==> config.mk <==
export PLATFORM = sky130hd
export DESIGN_NAME = stopwatch_core
export DESIGN_NICKNAME = d
export VERILOG_FILES = /design/src/rtl/stopwatch_core.sv
export SDC_FILE = /design/constraint.sdc
export NUM_CORES = 1
export LEC_CHECK = 0
export CELL_PAD_IN_SITES_DETAIL_PLACEMENT = 1
export CELL_PAD_IN_SITES_GLOBAL_PLACEMENT = 1
export CORE_MARGIN = 2
export CORE_UTILIZATION = 41
export DETAILED_ROUTE_END_ITERATION = 12
export DONT_BUFFER_PORTS = 1
export PLACE_DENSITY = 0.76
export SETUP_SLACK_MARGIN = 0.2
export SLEW_MARGIN = 25
export SYNTH_ARGS = -nofsm -noshare
export SYNTH_HDL_FRONTEND = slang
export SYNTH_SLANG_ARGS = --single-unit
==> constraint.sdc <==
create_clock -name sys_clk -period 2.1 [get_ports sys_clk]
set_clock_uncertainty 0.15 [all_clocks]
set_input_delay 0.42 -clock sys_clk [delete_from_list [all_inputs] [get_ports sys_clk]]
set_output_delay 0.42 -clock sys_clk [all_outputs]
set_load 0.005 [all_outputs]
==> src/rtl/stopwatch_core.sv <==
// MM:SS stopwatch core: BCD count/adjust datapath with pause, clear and rollover pulse.
// Optional adjust-field blinking is enabled by defining STOPWATCH_BLINK_EN.
module stopwatch_core (
  input  logic       sys_clk,
  input  logic       rst,
  input  logic       one_hz_tick,
  input  logic       two_hz_tick,
  input  logic       blink_tick,
  input  logic       pause_pulse,
  input  logic       clr_pulse,
  input  logic       adj,
  input  logic       sel,
  output logic [3:0] min_tens,
  output logic [3:0] min_ones,
  output logic [3:0] sec_tens,
  output logic [3:0] sec_ones,
  output logic [3:0] blank_mask,
  output logic       paused,
  output logic       rollover
);

  logic [3:0] minTens_q, minOnes_q, secTens_q, secOnes_q;
  logic [3:0] minTens_d, minOnes_d, secTens_d, secOnes_d;
  logic       paused_q, paused_d;
  logic       rollover_q, rollover_d;
  logic [8:0] secInc, minInc;

  // Advance a two-digit 00..59 field; returns {wrapped, tens, ones}.
  // Out-of-range inputs are folded onto the wrap path so digits stay legal.
  function automatic logic [8:0] incField(input logic [3:0] tens, input logic [3:0] ones);
    logic [3:0] tensN;
    logic [3:0] onesN;
    logic       wrap;
    wrap  = 1'b0;
    tensN = tens;
    onesN = ones + 4'd1;
    if (ones >= 4'd9) begin
      onesN = 4'd0;
      if (tens >= 4'd5) begin
        tensN = 4'd0;
        wrap  = 1'b1;
      end else begin
        tensN = tens + 4'd1;
      end
    end
    return {wrap, tensN, onesN};
  endfunction

  always_comb begin
    secInc    = incField(secTens_q, secOnes_q);
    minInc    = incField(minTens_q, minOnes_q);
    minTens_d = minTens_q;
    minOnes_d = minOnes_q;
    secTens_d = secTens_q;
    secOnes_d = secOnes_q;
    rollover_d = 1'b0;
    paused_d   = paused_q ^ pause_pulse;

    // Increment decisions use the pre-toggle pause state; clear beats any tick.
    if (clr_pulse) begin
      minTens_d = 4'd0;
      minOnes_d = 4'd0;
      secTens_d = 4'd0;
      secOnes_d = 4'd0;
    end else if (!paused_q) begin
      if (!adj && one_hz_tick) begin
        {secTens_d, secOnes_d} = secInc[7:0];
        if (secInc[8]) begin
          {minTens_d, minOnes_d} = minInc[7:0];
          rollover_d = minInc[8];
        end
      end else if (adj && two_hz_tick) begin
        if (sel) begin
          {secTens_d, secOnes_d} = secInc[7:0];
        end else begin
          {minTens_d, minOnes_d} = minInc[7:0];
        end
      end
    end
  end

  always_ff @(posedge sys_clk) begin
    if (rst) begin
      minTens_q  <= 4'd0;
      minOnes_q  <= 4'd0;
      secTens_q  <= 4'd0;
      secOnes_q  <= 4'd0;
      paused_q   <= 1'b0;
      rollover_q <= 1'b0;
    end else begin
      minTens_q  <= minTens_d;
      minOnes_q  <= minOnes_d;
      secTens_q  <= secTens_d;
      secOnes_q  <= secOnes_d;
      paused_q   <= paused_d;
      rollover_q <= rollover_d;
    end
  end

`ifdef STOPWATCH_BLINK_EN
  logic       phase_q, phase_d;
  logic [3:0] blankMask_q, blankMask_d;

  // Mask is computed from the next phase so it lines up with the phase register.
  always_comb begin
    phase_d     = adj ? (phase_q ^ blink_tick) : 1'b0;
    blankMask_d = 4'b0000;
    if (adj && phase_d) begin
      blankMask_d = sel ? 4'b0011 : 4'b1100;
    end
  end

  always_ff @(posedge sys_clk) begin
    if (rst) begin
      phase_q     <= 1'b0;
      blankMask_q <= 4'b0000;
    end else begin
      phase_q     <= phase_d;
      blankMask_q <= blankMask_d;
    end
  end

  assign blank_mask = blankMask_q;
`else
  logic unusedBlink;
  assign unusedBlink = blink_tick;
  assign blank_mask  = 4'b0000;
`endif

  assign min_tens = minTens_q;
  assign min_ones = minOnes_q;
  assign sec_tens = secTens_q;
  assign sec_ones = secOnes_q;
  assign paused   = paused_q;
  assign rollover = rollover_q;

endmodule

# After elaboration in Yosys (flattened, before gate mapping)
# Cells that the tools add are included.
[classes]
n_lt_le_gt_ge = 4
bitwise_logic = 5
n_eq_ne = 2
reduce_logical = 9
addsub = 4
n_mux = 23
[ops]
columns = ["op", "count"]
rows = [
  ["$mux 4", 20],
  ["$add 4x1->4 const B", 4],
  ["$ge 4x3->1 const B", 2],
  ["$ge 4x4->1 const B", 2],
  ["$reduce_or 6->1", 1],
  ["$not 1->1", 4],
  ["$reduce_and 4->1", 1],
  ["$reduce_bool 2->1", 2],
  ["$mux 1", 3],
  ["$reduce_and 3->1", 1],
  ["$logic_and 1x1->1", 2],
  ["$ne 2x1->1 const B", 1],
  ["$ne 2x2->1 const B", 1],
  ["$reduce_or 2->1", 1],
  ["$logic_not 1->1", 1],
  ["$xor 1x1->1", 1],
]
[word_totals]
elab_cells = 53
regBits = 18
out_inout_bits = 22

# Longest topological paths before layout
[depth]
depth_word = 6
depth_mapped = 7

# Worst setup path after synthesis
# Ideal clock, no wire load.
[synth_timing]
path_type = "reg2reg"
from = "register secOnes_q[0] (netlist: sec_ones[0])"
to = "register minTens_q[3] (netlist: min_tens[3])"
stages_incl_launch_ff = 8
period_less_slack_ns = 2.060
t_required_ns = 1.880
t_arrival_ns = 1.840
setup_ns = 0.070
path_slack_ns = 0.040
path_cell_list = "dfxtp_1 > inv_1 > ha_1 > or3b_4 > nand2_4 > o32a_4 > or4_1 > a21oi_1"
[synth_via]
elab_chain_len = 4
[synth_lines]
columns = ["element", "line", "text"]
rows = [
  ["from (decl)", "22", "logic [3:0] minTens_q, minOnes_q, secTens_q, secOnes_q;"],
  ["from (signal assigned)", "94", "secOnes_q <= secOnes_d;"],
  ["$ge 4x4->1", "37", "if (ones >= 4'd9) begin"],
  ["$mux 1", "37", ""],
  ["$ne 2x2->1 (no source line)", "--", ""],
  ["$reduce_and 4->1 (no source line)", "--", ""],
  ["to (signal assigned)", "91", "minTens_q <= minTens_d;"],
  ["to (decl)", "22", ""],
]
# No other way between the ends.
# A chain may end at the register's enable or synchronous reset.

# Final worst setup path
[layout_timing]
from = "register secOnes_q[1] (netlist: sec_ones[1])"
to = "register minTens_q[3] (netlist: min_tens[3])"
# Same word-level chain as after synthesis.

==> impl_metrics.tcl <==
set metrics [dict create \
    yosysTopAreaCellShare 0.3151 \
    p_clk_frac 0.301 \
    synth_cell_type_count 45 \
    synth_edf_count 0 \
    ys_ff_latch 18 \
    crit_path_end_kind "flop" \
    critPathMaxFanout 5 \
    p_sw_frac 0.2551 \
    intPower_mw 0.4351 \
    cts_buffers 3 \
    final_cell_mix "14 x dfxtp_1, 10 x ha_1, 10 x buf_4, 9 x a21oi_1" \
    fillers 335 \
    areaGrowthSynthToFinish_pct 15.97 \
    num_vias 980 \
    cts_sinks 18 \
    clock_latency_ns 0.29 \
    grt_pass1_wl_um 4795 \
    cp.required_ns 2.18 \
    routed_via_density 5.765 \
    syn_area_um2 1144 \
    wl_per_cell_um 16.31 \
    holdWs_ns 0.03389 \
    maxSlewViolCount 0 \
    first_iter_violations 27 \
    cts_tree "yes" \
    grt_max_degree 17 \
    clk_pin_slew_worst_paths_ns 0.10 \
    ant_nets 0 \
    finalCriticalPeriod_ns 1.991 \
    syn_avg_cell_area_um2 8.934 \
    max-cap-violations 0 \
    place_hpwl_um 1989 \
    final_nets 162 \
    synth_area_leaders "dfxtp_1 32%, ha_1 13%, a21oi_1 4.4%" \
    antenna_found_initial 0 \
    drive_gt1_frac 0.3022 \
    firstDrtPassIters 6 \
    cts.hold.buffers_added 0 \
    final_util 0.4894 \
    initial_core_util 0.4220 \
    grtUsageTotal 0.1879 \
    pwr_density_cell_nw_per_um2 440.4 \
    final.setup.tns_ns 0 \
    ios 31 \
    drc 0 \
    p_leak_nw 0.5016 \
    finalHoldViolCount 0 \
    grt_setup_unrepaired "yes" \
    gp_congestion 0.7814 \
    rows 19 \
    syn_inst 128 \
    die-area_um2 3228 \
    path_class "reg -> reg" \
    setup_viol 0 \
    synthArstFlopShare 0 \
    start_kind "flop" \
    core_um2 2710 \
    period_share 0.9482 \
    num_antenna_cells 0 \
    hold_path.class "in -> reg" \
    numPortBuffers 0 \
    dieHeight_um 56.82 \
    cts-root-buf "clkbuf_4" \
    synthFlopType "dfxtp_1" \
    cts_buffer_depth 2 \
    arrival_ns 2.07 \
    yosys_warnings 0 \
    p_seq_frac 0.600 \
    wirelength_um 2773 \
    grt_pass1_vias 1024 \
    p_switching_mw 0.1490 \
    status "completed" \
    fmax_mhz 502.2 \
    vdd_drop_max_v 0.0002491 \
    grt_overflow 0 \
    yosys.area.top_type "dfxtp_1" \
    cts-htree-levels 1 \
    synth-seq-area-share 0.3151 \
    fp.dieW_um 56.82 \
    final_common_cell "dfxtp_1" \
    comb_power_share 0.099 \
]
## routing by layer
metal / GRT usage / part of all wire / vias up
li1: - / - / 468
met5: 0 / 0 / -
met1: 0.2102 / 0.43 / 492
met2: 0.3405 / 0.52 / 18
met4: 0.05980 / 0.0029 / 0
met3: 0.05300 / 0.049 / 2
## Yosys cell counts, drive strengths merged, types with 2 or more instances
cell and number:
buf 5, a21oi 12, nand3 7, nand2 10, and2 2, mux2 2, nor3 3, or4 2
inv 11, mux2i 2, a41oi 2, nand2b 6, o21ai 5, ha 12, nor2 7, dfxtp 18
## state kept, by name (all words and copies together), names as in the netlist
register  cells
min_ones      4
min_tens      4
paused        1
rollover      1
sec_ones      4
sec_tens      4
## power groups by stage
| stage | logic, mW | clock network [mW] | registers (mW) |
|---|---|---|---|
| 2_1_floorplan | 0.0456 | 0 | 0.359 |
| 3_3_place_gp | 0.0498 | 0 | 0.360 |
| 3_5_place_dp | 0.0525 | 0 | 0.361 |
| 4_1_cts | 0.0544 | 0.187 | 0.350 |
| 5_1_grt | 0.0650 | 0.202 | 0.351 |
| 6_report | 0.0580 | 0.176 | 0.350 |
## kinds of logic (layout without fill, tap and decap cells)
group,Yosys count,after routing,share of synthesized area
AND/OR/NAND/NOR,47,47,0.2473
AO/OA/AOI/OAI,28,28,0.1893
flip-flops,18,18,0.3151
buffers and inverters,17,25,0.06892
adder cells (fa/ha/maj),12,12,0.1313
multiplexers,4,4,0.03720
other,1,4,0.003279
XOR/XNOR,1,1,0.007660
## what timing repair did
action	CTS	global route
pin swaps	2	6
endpoints found under the setup margin	10	15
setup buffers	3	2
resized for setup	6	10
## through the flow
step / setup WS, ns / cell area, um2 / total power, mW / instances
final: 0.1088 / 1326 / 0.5841 / 170
after floorplan: 0.1756 / 1161 / 0.4044 / 131
after CTS: 0.09212 / 1280 / 0.5910 / 168
after detailed placement: 0.03484 / 1207 / 0.4131 / 162
after global routing: 0.008256 / 1326 / 0.6182 / 170
after global placement: 0.09872 / 1207 / 0.4098 / 162
## final timing paths
path,start,endpoint,slack (ns),depth (start not counted)
setup / recovery,sec_ones[1]$_SDFFE_PP0P_,min_tens[3]$_SDFFE_PP0P_,0.11,7
hold / removal,rst,paused$_SDFF_PP0_,0.03,1
setup reg to reg,sec_ones[1]$_SDFFE_PP0P_,min_tens[3]$_SDFFE_PP0P_,0.11,7
hold reg to reg,sec_tens[0]$_SDFFE_PP0P_,sec_tens[0]$_SDFFE_PP0P_,0.37,2
## worst max-delay path: stages, from the launching register on
cell and delay (ns):
dfxtp_4 0.40, inv_4 0.04, ha_2 0.16, or3b_4 0.25, nand2_4 0.06, o32a_4 0.34, or4_1 0.41, a21oi_1 0.13
## cell type report
type                            instances  area, um2  share of cell area
Sequential cell                        18      372.9              0.2811
Tap cell                               31      38.79             0.02925
Timing Repair Buffer                   11      86.33             0.06509
Multi-Input combinational cell         96      762.0              0.5745
Inverter                               11      43.79             0.03302
Clock buffer                            3      22.52             0.01698
(Power assumes the default switching activity.)
